`src/rtl/ula_full_stream_pkg.sv`:
```
// Shared definitions for the streaming ULA wrapper.
// Holds the response flag bit positions, the highest legal numeric mode
// and the fixed flag pattern returned for an illegal-mode request.
package ula_full_stream_pkg;

    localparam int FLAG_OVF     = 0;
    localparam int FLAG_SAT     = 1;
    localparam int FLAG_ZERO    = 2;
    localparam int FLAG_NEG     = 3;
    localparam int FLAG_CARRY   = 4;
    localparam int FLAG_ILLEGAL = 5;

    localparam int RSP_FLAGS_W  = 6;

    localparam logic [2:0] NUM_MODE_MAX = 3'd4;

    localparam logic [RSP_FLAGS_W-1:0] ILLEGAL_FLAGS = 6'b100000;

endpackage

```
`src/rtl/ula_full_behavioral.sv`:
```
// ULA core: purely combinational arithmetic/logic unit.
// Ports:
//   a, b       operands
//   op_sel     0 add, 1 sub, 2 mul, 3 and, 4 or, 5 xor, 6 shl, 7 shr
//   num_mode   0 unsigned wrap, 1 signed wrap, 2 unsigned saturate,
//              3 signed saturate, 4 signed fixed-point (FRAC bits) saturate
//   result     operation result
//   overflow, saturate, zero, negative, carry   status flags
// Arithmetic ops are evaluated exactly in a wide signed value and then
// range-checked against the target number format.
module ula_full_behavioral #(
    parameter int WIDTH = 8,
    parameter int FRAC  = 4
) (
    input  logic [WIDTH-1:0] a,
    input  logic [WIDTH-1:0] b,
    input  logic [2:0]       op_sel,
    input  logic [2:0]       num_mode,
    output logic [WIDTH-1:0] result,
    output logic             overflow,
    output logic             saturate,
    output logic             zero,
    output logic             negative,
    output logic             carry
);
    localparam int IW   = 2 * WIDTH + 2;
    localparam int SH_W = $clog2(WIDTH);

    logic                 is_signed;
    logic                 is_sat;
    logic                 arith;
    logic signed [IW-1:0] ea;
    logic signed [IW-1:0] eb;
    logic signed [IW-1:0] prod;
    logic signed [IW-1:0] ideal;
    logic signed [IW-1:0] max_v;
    logic signed [IW-1:0] min_v;
    logic [WIDTH:0]       add_u;
    logic [WIDTH:0]       sub_u;

    always_comb begin
        is_signed = (num_mode == 3'd1) || (num_mode == 3'd3) || (num_mode == 3'd4);
        is_sat    = (num_mode == 3'd2) || (num_mode == 3'd3) || (num_mode == 3'd4);
        ea = is_signed ? {{(IW-WIDTH){a[WIDTH-1]}}, a} : {{(IW-WIDTH){1'b0}}, a};
        eb = is_signed ? {{(IW-WIDTH){b[WIDTH-1]}}, b} : {{(IW-WIDTH){1'b0}}, b};
        prod  = ea * eb;
        add_u = {1'b0, a} + {1'b0, b};
        sub_u = {1'b0, a} - {1'b0, b};
        max_v = is_signed ? {{(IW-WIDTH+1){1'b0}}, {(WIDTH-1){1'b1}}}
                          : {{(IW-WIDTH){1'b0}}, {WIDTH{1'b1}}};
        // Two's complement: ~(2^(W-1)-1) == -2^(W-1)
        min_v = is_signed ? ~max_v : '0;

        ideal  = '0;
        arith  = 1'b0;
        carry  = 1'b0;
        result = '0;
        case (op_sel)
            3'd0: begin ideal = ea + eb; arith = 1'b1; carry = add_u[WIDTH]; end
            3'd1: begin ideal = ea - eb; arith = 1'b1; carry = sub_u[WIDTH]; end
            3'd2: begin
                ideal = (num_mode == 3'd4) ? (prod >>> FRAC) : prod;
                arith = 1'b1;
            end
            3'd3: result = a & b;
            3'd4: result = a | b;
            3'd5: result = a ^ b;
            3'd6: result = a << b[SH_W-1:0];
            default: result = is_signed ? WIDTH'($signed(a) >>> b[SH_W-1:0])
                                        : (a >> b[SH_W-1:0]);
        endcase

        overflow = arith && ((ideal > max_v) || (ideal < min_v));
        saturate = overflow && is_sat;
        if (arith) begin
            if (saturate) begin
                result = (ideal > max_v) ? max_v[WIDTH-1:0] : min_v[WIDTH-1:0];
            end else begin
                result = ideal[WIDTH-1:0];
            end
        end
        zero     = (result == '0);
        negative = is_signed && result[WIDTH-1];
    end

endmodule

```
`src/rtl/ula_resp_fifo.sv`:
```
// Synchronous response FIFO.
// Ports:
//   clk, rst_n   clock, synchronous active-low reset (empties the FIFO)
//   push, din    write request and data (caller never pushes when full
//                unless popping on the same edge)
//   pop          remove head (caller never pops when empty)
//   dout         head entry, forced to zero while empty
//   full, empty  occupancy status
module ula_resp_fifo #(
    parameter int DATA_W = 18,
    parameter int DEPTH  = 2
) (
    input  logic              clk,
    input  logic              rst_n,
    input  logic              push,
    input  logic              pop,
    input  logic [DATA_W-1:0] din,
    output logic [DATA_W-1:0] dout,
    output logic              full,
    output logic              empty
);
    localparam int PTR_W = (DEPTH > 1) ? $clog2(DEPTH) : 1;
    localparam int CNT_B = $clog2(DEPTH + 1);

    logic [DATA_W-1:0] mem [DEPTH];
    logic [PTR_W-1:0]  wr_ptr_q, wr_ptr_d;
    logic [PTR_W-1:0]  rd_ptr_q, rd_ptr_d;
    logic [CNT_B-1:0]  count_q, count_d;

    assign full  = (count_q == CNT_B'(DEPTH));
    assign empty = (count_q == '0);
    assign dout  = empty ? '0 : mem[rd_ptr_q];

    always_comb begin
        wr_ptr_d = wr_ptr_q;
        rd_ptr_d = rd_ptr_q;
        count_d  = count_q;
        // Explicit wrap so non-power-of-two depths work.
        if (push) wr_ptr_d = (wr_ptr_q == PTR_W'(DEPTH - 1)) ? '0 : wr_ptr_q + 1'b1;
        if (pop)  rd_ptr_d = (rd_ptr_q == PTR_W'(DEPTH - 1)) ? '0 : rd_ptr_q + 1'b1;
        if (push && !pop)      count_d = count_q + 1'b1;
        else if (pop && !push) count_d = count_q - 1'b1;
    end

    always_ff @(posedge clk) begin
        if (!rst_n) begin
            wr_ptr_q <= '0;
            rd_ptr_q <= '0;
            count_q  <= '0;
        end else begin
            wr_ptr_q <= wr_ptr_d;
            rd_ptr_q <= rd_ptr_d;
            count_q  <= count_d;
        end
    end

    always_ff @(posedge clk) begin
        if (push) mem[wr_ptr_q] <= din;
    end

endmodule

```
`src/rtl/ula_full_stream.sv`:
```
// Handshaked, pipelined wrapper around the ULA core.
// Ports:
//   clk, rst_n                         clock, synchronous active-low reset
//   req_valid/req_ready                request channel
//   req_a, req_b, req_op, req_mode, req_tag   request payload
//   rsp_valid/rsp_ready                response channel
//   rsp_result, rsp_flags, rsp_tag     response payload, in acceptance order
//   cnt_ops, cnt_ovf, cnt_illegal      delivered-response statistics (wrap)
// Pipeline: input register s1 -> core (combinational) -> response FIFO.
module ula_full_stream
    import ula_full_stream_pkg::*;
#(
    parameter int WIDTH = 8,
    parameter int FRAC  = 4,
    parameter int TAG_W = 4,
    parameter int DEPTH = 2,
    parameter int CNT_W = 16
) (
    input  logic                   clk,
    input  logic                   rst_n,
    input  logic                   req_valid,
    output logic                   req_ready,
    input  logic [WIDTH-1:0]       req_a,
    input  logic [WIDTH-1:0]       req_b,
    input  logic [2:0]             req_op,
    input  logic [2:0]             req_mode,
    input  logic [TAG_W-1:0]       req_tag,
    output logic                   rsp_valid,
    input  logic                   rsp_ready,
    output logic [WIDTH-1:0]       rsp_result,
    output logic [RSP_FLAGS_W-1:0] rsp_flags,
    output logic [TAG_W-1:0]       rsp_tag,
    output logic [CNT_W-1:0]       cnt_ops,
    output logic [CNT_W-1:0]       cnt_ovf,
    output logic [CNT_W-1:0]       cnt_illegal
);
    localparam int ENTRY_W = WIDTH + RSP_FLAGS_W + TAG_W;

    logic             s1_valid_q, s1_valid_d;
    logic [WIDTH-1:0] s1_a_q, s1_a_d;
    logic [WIDTH-1:0] s1_b_q, s1_b_d;
    logic [2:0]       s1_op_q, s1_op_d;
    logic [2:0]       s1_mode_q, s1_mode_d;
    logic [TAG_W-1:0] s1_tag_q, s1_tag_d;

    logic fifo_full, fifo_empty, fifo_pop, s1_advance, req_fire;

    logic [WIDTH-1:0]       core_result;
    logic                   core_ovf, core_sat, core_zero, core_neg, core_carry;
    logic [WIDTH-1:0]       s1_result;
    logic [RSP_FLAGS_W-1:0] s1_flags;
    logic [ENTRY_W-1:0]     fifo_dout;

    assign fifo_pop   = !fifo_empty && rsp_ready;
    assign s1_advance = s1_valid_q && (!fifo_full || fifo_pop);
    // Combinational from rsp_ready: lets a full pipeline accept while draining.
    assign req_ready  = !s1_valid_q || s1_advance;
    assign req_fire   = req_valid && req_ready;

    always_comb begin
        s1_valid_d = s1_valid_q;
        s1_a_d     = s1_a_q;
        s1_b_d     = s1_b_q;
        s1_op_d    = s1_op_q;
        s1_mode_d  = s1_mode_q;
        s1_tag_d   = s1_tag_q;
        if (req_fire) begin
            s1_valid_d = 1'b1;
            s1_a_d     = req_a;
            s1_b_d     = req_b;
            s1_op_d    = req_op;
            s1_mode_d  = req_mode;
            s1_tag_d   = req_tag;
        end else if (s1_advance) begin
            s1_valid_d = 1'b0;
        end
    end

    always_ff @(posedge clk) begin
        if (!rst_n) begin
            s1_valid_q <= 1'b0;
            s1_a_q     <= '0;
            s1_b_q     <= '0;
            s1_op_q    <= '0;
            s1_mode_q  <= '0;
            s1_tag_q   <= '0;
        end else begin
            s1_valid_q <= s1_valid_d;
            s1_a_q     <= s1_a_d;
            s1_b_q     <= s1_b_d;
            s1_op_q    <= s1_op_d;
            s1_mode_q  <= s1_mode_d;
            s1_tag_q   <= s1_tag_d;
        end
    end

    ula_full_behavioral #(
        .WIDTH (WIDTH),
        .FRAC  (FRAC)
    ) u_core (
        .a        (s1_a_q),
        .b        (s1_b_q),
        .op_sel   (s1_op_q),
        .num_mode (s1_mode_q),
        .result   (core_result),
        .overflow (core_ovf),
        .saturate (core_sat),
        .zero     (core_zero),
        .negative (core_neg),
        .carry    (core_carry)
    );

    // Out-of-range modes bypass the core with a fixed illegal response.
    always_comb begin
        s1_result = core_result;
        s1_flags  = '0;
        s1_flags[FLAG_OVF]   = core_ovf;
        s1_flags[FLAG_SAT]   = core_sat;
        s1_flags[FLAG_ZERO]  = core_zero;
        s1_flags[FLAG_NEG]   = core_neg;
        s1_flags[FLAG_CARRY] = core_carry;
        if (s1_mode_q > NUM_MODE_MAX) begin
            s1_result = '0;
            s1_flags  = ILLEGAL_FLAGS;
        end
    end

    ula_resp_fifo #(
        .DATA_W (ENTRY_W),
        .DEPTH  (DEPTH)
    ) u_fifo (
        .clk   (clk),
        .rst_n (rst_n),
        .push  (s1_advance),
        .pop   (fifo_pop),
        .din   ({s1_result, s1_flags, s1_tag_q}),
        .dout  (fifo_dout),
        .full  (fifo_full),
        .empty (fifo_empty)
    );

    assign rsp_valid = !fifo_empty;
    assign {rsp_result, rsp_flags, rsp_tag} = fifo_dout;

    // Statistics: 0 = all delivered, 1 = overflow, 2 = illegal.
    logic [2:0]       cnt_hit;
    logic [CNT_W-1:0] cnt_q [3];

    assign cnt_hit[0] = fifo_pop;
    assign cnt_hit[1] = fifo_pop && rsp_flags[FLAG_OVF];
    assign cnt_hit[2] = fifo_pop && rsp_flags[FLAG_ILLEGAL];

    generate
        for (genvar gi = 0; gi < 3; gi++) begin : g_cnt
            logic [CNT_W-1:0] cnt_d;
            assign cnt_d = cnt_hit[gi] ? cnt_q[gi] + 1'b1 : cnt_q[gi];
            always_ff @(posedge clk) begin
                if (!rst_n) cnt_q[gi] <= '0;
                else        cnt_q[gi] <= cnt_d;
            end
        end
    endgenerate

    assign cnt_ops     = cnt_q[0];
    assign cnt_ovf     = cnt_q[1];
    assign cnt_illegal = cnt_q[2];

endmodule

```
`config.mk`:
```
export PLATFORM = sky130hd
export DESIGN_NAME = ula_full_stream
export DESIGN_NICKNAME = d
export VERILOG_FILES = /design/src/rtl/ula_full_stream_pkg.sv /design/src/rtl/ula_full_behavioral.sv /design/src/rtl/ula_resp_fifo.sv /design/src/rtl/ula_full_stream.sv
export SDC_FILE = /design/constraint.sdc
export NUM_CORES = 1
export LEC_CHECK = 0
export CAP_MARGIN = 40
export CORE_UTILIZATION = 35
export CTS_BUF_LIST = sky130_fd_sc_hd__clkbuf_4 sky130_fd_sc_hd__clkbuf_8
export CTS_CLUSTER_DIAMETER = 100
export DETAILED_ROUTE_END_ITERATION = 8
export HOLD_SLACK_MARGIN = 0.08
export PLACE_DENSITY = 0.5
export REMOVE_ABC_BUFFERS = 1
export SYNTH_ARGS = -nofsm -noshare
export SYNTH_HDL_FRONTEND = slang
export SYNTH_SLANG_ARGS = --single-unit
```
`constraint.sdc`:
```
create_clock -name clk -period 19.6 [get_ports clk]
set_input_delay 2.94 -clock clk [delete_from_list [all_inputs] [get_ports clk]]
set_output_delay 2.94 -clock clk [all_outputs]
set_load 0.02 [all_outputs]
```
Word-level counts from Yosys, hierarchy flattened
Memories as Yosys holds them, arrays and structs flattened. A register that Yosys moved wholly into a read port is not among the register bits.
Cells that the tools add are included.

operators by class
  bitwise operators = 7
  $lt $le $gt $ge = 3
  multiplexer cells = 34
  multipliers = 1
  add/subtract/negate cells = 11
  reduce and logical (&&, ||, !) cells = 28
  div/mod/pow operators = 0
  shifts and indexed selects = 3
  equal/unequal tests = 11

operators with widths
  operator                                                         number
  16-bit two-way mux                                               6
  18-bit two-way mux                                               4
  18-bit one-hot mux with 3 select lines                           1
  16-bit by 1-bit adder with 16-bit output, second input constant  3
  8-bit two-way mux                                                6
  8-bit one-hot mux with 5 select lines                            1
  18-bit adder                                                     1
  18-bit > comparator                                              1
  18-bit < comparator                                              1
  18-bit by 18-bit multiplier with 18-bit output                   1
  18-bit inverter                                                  1
  18-bit subtractor                                                1
  17-bit two-way mux                                               1
  3-bit by 2-bit == test with 1-bit output, second input constant  4
  3-bit == test, second input constant                             4
  1-bit two-way mux                                                11
  1-bit logical AND                                                10
  8-bit by 8-bit adder with 9-bit output                           1
  8-bit by 8-bit subtractor with 9-bit output                      1
  8-bit AND                                                        1
  8-bit zero test                                                  1
  8-bit bitwise OR                                                 1
  8-bit by 3-bit << shifter with 8-bit output                      1
  8-bit by 3-bit >> shifter with 8-bit output                      1
  other kinds (18)                                                 34

storage, ports and cells
  bits in latches = 0
  bits in registers = 31
  memories = 2
  input bits = 30
  memory bits (read-only) = 0
  bits in writable memories = 84
  word-level logic and storage cells = 109
  output and inout port bits = 68

memories
  name        depth  bits a word  rd ports  clocked after Yosys merged registers in  write ports  RTL line                source
  cnt_q       3      16           3         0                                        3            ula_full_stream.sv:147  logic [CNT_W-1:0] cnt_q [3];
  u_fifo.mem  2      18           1         1                                        1            ula_resp_fifo.sv:25     logic [DATA_W-1:0] mem [DEPTH];

Depth between registers and ports, before layout
  word-level depth = 15
  mapped depth = 40
  depth with buffers taken out = 37

Cells and area by module
A second synthesis with hierarchy kept.

second synthesis, totals
  cells, all modules = 1,414
  area, all modules = 12,139.1 µm²

by module, submodules not included
  module               instances  area an instance (µm²)  cells each  seq. area each (µm²)
  ula_full_behavioral  1          7,343.3                 960         0.0
  ula_full_stream      1          3,221.8                 357         1,501.4
  ula_resp_fifo        1          1,574.0                 97          1,181.1

Worst setup path before layout
Ideal clock, no wire load.

  path type = flip-flop to flip-flop
  start = reg s1_mode_q[2]
  end = mem u_fifo.mem[0][6] (data pin)
  data required time = 19.403 ns
  clock period less this slack = 9.093 ns
  buffers on the path = 3
  library setup time = 0.197 ns
  path slack = 10.507 ns
  cell stages (with the launch flop) = 35
  arrival time = 8.896 ns
  cells stage by stage = dfxtp_1 or3b_1 buf_6 nand2_1 clkbuf_1 inv_1 clkbuf_1 nor3_1 inv_1 fa_1 fa_1 fa_1 fa_1 inv_1 fa_1 inv_1 fa_1 inv_1 ha_1 a21o_1 a2111oi_0 a21oi_1 xnor3_1 nand2_1 nand2_1 ha_1 a211o_1 a21oi_1 o21ai_0 a21oi_1 a21boi_0 o32a_1 o31a_1 o22ai_1 nor4bb_1

between the ends
  longest elaborated chain between the ends = 15
  elaborated cells on any way between the ends = 31
  classes of those cells = 2 x add/sub; 1 x mul; 3 x order compare; 4 x eq/ne; 12 x mux; 1 x bitwise; 8 x reduce/logical

RTL lines
  element                                                                                                      RTL line                                              source
  from (decl)                                                                                                  ula_full_stream.sv:43                                 logic [2:0] s1_mode_q, s1_mode_d;
  from (signal assigned)                                                                                       ula_full_stream.sv:92                                 s1_mode_q <= s1_mode_d;
  3-bit by 1-bit == test with 1-bit output / 3-bit by 2-bit == test with 1-bit output (equally long branches)  ula_full_behavioral.sv:42, ula_full_behavioral.sv:43
  1-bit logical OR (2 in series)                                                                               ula_full_behavioral.sv:42                             is_signed = (num_mode == 3'd1) || (num_mode == 3'd3) || (num_mode == 3'd4);
  18-bit two-way mux, on equally long branches                                                                 ula_full_behavioral.sv:44, ula_full_behavioral.sv:45
  18-bit by 18-bit multiplier with 18-bit output                                                               ula_full_behavioral.sv:46                             prod = ea * eb;
  17-bit two-way mux                                                                                           ula_full_behavioral.sv:62                             ideal = (num_mode == 3'd4) ? (prod >>> FRAC) : prod;
  18-bit one-hot mux with 3 select lines                                                                       ula_full_behavioral.sv:58                             case (op_sel)
  18-bit > comparator / 18-bit < comparator (equally long branches)                                            ula_full_behavioral.sv:73, ula_full_behavioral.sv:77
  1-bit logical OR                                                                                             ula_full_behavioral.sv:73                             overflow = arith && ((ideal > max_v) || (ideal < min_v));
  1-bit logical AND                                                                                            ula_full_behavioral.sv:73
  1-bit logical AND                                                                                            ula_full_behavioral.sv:74                             saturate = overflow && is_sat;
  8-bit two-way mux                                                                                            ula_full_behavioral.sv:76                             if (saturate) begin
  8-bit two-way mux                                                                                            ula_full_behavioral.sv:75                             if (arith) begin
  8-bit zero test                                                                                              ula_full_behavioral.sv:82                             zero = (result == '0);
  6-bit two-way mux *                                                                                          ula_full_stream.sv:122                                if (s1_mode_q > NUM_MODE_MAX) begin
  net s1_flags[2]                                                                                              ula_full_stream.sv:51                                 logic [RSP_FLAGS_W-1:0] s1_flags;
  to (decl)                                                                                                    ula_resp_fifo.sv:25

Mark *: on every way through the listed nets, which the timed path passes. The rest lies on a longest branch.

Final worst setup path
  start = reg s1_mode_q[2]
  end = mem u_fifo.mem[1][6] (data pin)

Same word-level chain as after synthesis.

==> flow_summary.ini <==
[run_status]
status = complete, no violations

[global_routing]
grt_pass1_wl_um = 55000
grt_max_degree = 81
grt_pass1_vias = 9916
gr-usage-all-layers_pct = 19.7
overflow = 0
antenna_found_initial = 1

[logic_synthesis]
yosysMostFrequentCell = inv_1
synth_mux_area_share_pct = 3.20
ys_ff_latch = 116
synth_ff_type = dfxtp_1
synth-simple-area-share_pct = 18.0
synth_compound_area_share_pct = 15.4
synth_top_family_by_area = adder cells
synth_xor_area_share_pct = 6.87
synth_top_area_share_pct = 13.8
syn_inst = 1435
synth_area_leaders = fa_1, dfxtp_1, ha_1, edfxtp_1, inv_1
yosysSeqAreaShare_pct = 22.0
synthArstFlopShare_pct = 0
ys_types = 88
synth_edf_count = 36
synth_top_area_cell = fa_1
yosysWarnings = 0
netlist_area_um2 = 12200
syn-mean-instance-area_um2 = 8.49
post_synth_fa_ha_maj_area_fraction_pct = 26.7
synth_common_cells = inv_1, nor2_1, nand2_1

[final_layout]
drive_gt1_share_pct = 5.90
nets = 1752
syn_to_final_growth_pct = 15.2

[timing]
max_freq_mhz = 99.4
rsz0062_at_grt = no
finalCriticalPeriod_ps = 10060
tns_ps = 0
finalSetupViolCount = 0
whs_ps = 438
max_slew_margin_pct = 41.6
clock_skew_ps = 16.0
worst_pin_slew_ps = 873
finalCritPeriodShare_pct = 51.3
hold_viol = 0
slew_violations = 0

[clock_network]
htreeDepth = 4
ctsResizeCount = 0
cts_tree = yes
insertion_delay_ps = 430
cts.root.buffer_cell = clkbuf_8
cts_buffer_depth = 2
postCtsSetupBuffers = 0
cts_num_sinks = 116
numCtsBuffers = 17
clkTransAtPathRegs_ps = 80
cts_hold_buf = 0

[die]
die_area_um2 = 35600
start_util_pct = 36.0
io_pins = 98
rows = 67
coreArea_um2 = 33900
die_x_um = 189
die_y_um = 189

[min_path]
hold_depth = 0
holdCritStartpoint = s1_tag_q[0]$_SDFFE_PN0P_
hold_path_end = u_fifo.mem[1][0]$_DFFE_PP_
hold_path_class = register to register

[pwr]
power.density_nw_per_um2 = 62.8
leakagePower_nw = 6.16
vdd_drop_max_uv = 51.0

[place]
place_congestion = 0.896
portBuffers = 97
place_hpwl_um = 27200

[critical_path]
r2r_cells = 33
path_common_cell = inv_1
crit_start = s1_mode_q[2]$_SDFFE_PN0P_
worst_path_max_delay_cell = or3b_1
reg2reg_to = u_fifo.mem[1][6]$_DFFE_PP_
rrSetupSlack_ps = 9540
slowest_delay_ps = 650
critPathLaunchType = register
path_class = register to register
worstPathArrival_ps = 10270
worst_setup_path_end_kind = register
crit_fanout = 19
reg2reg_from = s1_mode_q[2]$_SDFFE_PN0P_
cp.required_ps = 19810

[run]
maxCapViolations = 0

[route]
drt_iter0_markers = 630
drt-vias-per-instance = 5.11
detail_route.wl_per_cell_um = 17.4
ant_nets = 0
wl_um = 34400
via_count = 10100
drcViolationCount = 0
drt_pre_antenna_iters = 5
==> metal layers <==
layer / share of wire (%) / GRT usage (%) / vias to the layer above
met3: 4.0 / 2.31 / 50
met2: 46 / 31.8 / 255
met5: 0 / 0 / -
met4: 2.3 / 6.45 / 0
li1: - / - / 4963
met1: 47 / 27.3 / 4813
==> cell usage in the layout, fill, tap and decap left out, types with 7 or more instances in the layout <==
master	n
nand2_1	139
a21o_1	17
clkbuf_8	17
a21oi_1	62
and3_1	14
a22oi_1	7
and2_1	53
buf_4	16
a21boi_0	34
nor3_1	15
a211oi_1	7
xnor2_1	68
o21bai_1	7
ha_1	126
clkinv_1	7
mux2i_1	30
o21a_1	10
or3_1	9
nor2_1	151
o21ai_0	53
nor2b_1	14
a31oi_1	8
dfxtp_1	80
inv_1	175
nand2b_1	10
nand3_1	24
xor2_1	25
o22ai_1	13
edfxtp_1	36
fa_1	84
clkdlybuf4s50_1	96
==> flip-flops by register name, indices dropped and copies added, names as in the netlist, 2 cells and up, named ones only <==
| name | cells |
|---|---|
| s1_tag_q | 4 |
| u_fifo.mem | 36 |
| cnt_q | 48 |
| s1_a_q | 8 |
| u_fifo.count_q | 2 |
| s1_b_q | 8 |
| s1_op_q | 3 |
| s1_mode_q | 3 |
==> worst max path at each step <==
| stage | to | depth (start not counted) |
|---|---|---|
| after global placement | u_fifo.mem[0][6]$_DFFE_PP_ | 31 |
| after detailed placement | u_fifo.mem[0][6]$_DFFE_PP_ | 30 |
| after floorplan | u_fifo.mem[0][6]$_DFFE_PP_ | 31 |
| final | u_fifo.mem[1][6]$_DFFE_PP_ | 33 |
| after CTS | u_fifo.mem[0][6]$_DFFE_PP_ | 30 |
| after global routing | u_fifo.mem[0][6]$_DFFE_PP_ | 30 |
==> power by group <==
| group | switching [mW] | internal, mW |
|---|---|---|
| combinational | 0.218 | 0.158 |
| sequential | 0.0175 | 0.269 |
| clock | 0.104 | 0.116 |
==> final cells by class <==
| class | count | area [um^2] |
|---|---|---|
| clock inverter | 14 | 150 |
| clock buffer | 18 | 241 |
| sequential | 116 | 2680 |
| antenna | 1 | 2.50 |
| timing repair buffer | 118 | 1160 |
| tap | 448 | 561 |
| fill | 3445 | 19800 |
| multi-input combinational | 1076 | 8550 |
| inverter | 183 | 687 |
==> worst max-delay path: cells and delay by family (launching register included) <==
| family | cells | cell delay (ps) |
|---|---|---|
| XOR/XNOR | 2 | 710 |
| AND/OR/NAND/NOR | 5 | 2250 |
| buffers and inverters | 7 | 670 |
| flip-flops | 1 | 390 |
| adder cells (fa/ha/maj) | 8 | 3200 |
| AO/OA/AOI/OAI | 11 | 2610 |
==> kinds of logic after synthesis <==
group | count (synthesis)
and+or+nand+nor | 463
AOI/OAI and AO/OA | 273
buffers and inverters | 243
adders and majority gates | 210
DFF | 116
xor gates and xnor gates | 94
muxes | 36
==> metrics by stage <==
step | cells | power (mW) | setup slack (ps) | cell area [um^2] | utilization, %
final | 1974 | 0.882 | 9540 | 14000 | 41.4
after global routing | 1974 | 0.939 | 8800 | 14000 | 41.4
after CTS | 1973 | 0.891 | 9530 | 14000 | 41.4
after detailed placement | 1941 | 0.667 | 9610 | 13600 | 40.3
after global placement | 1936 | 0.662 | 9710 | 13600 | 40.1
after floorplan | 1375 | 0.532 | 10570 | 11900 | -
Note: power is estimated with default switching activity, not from simulation.
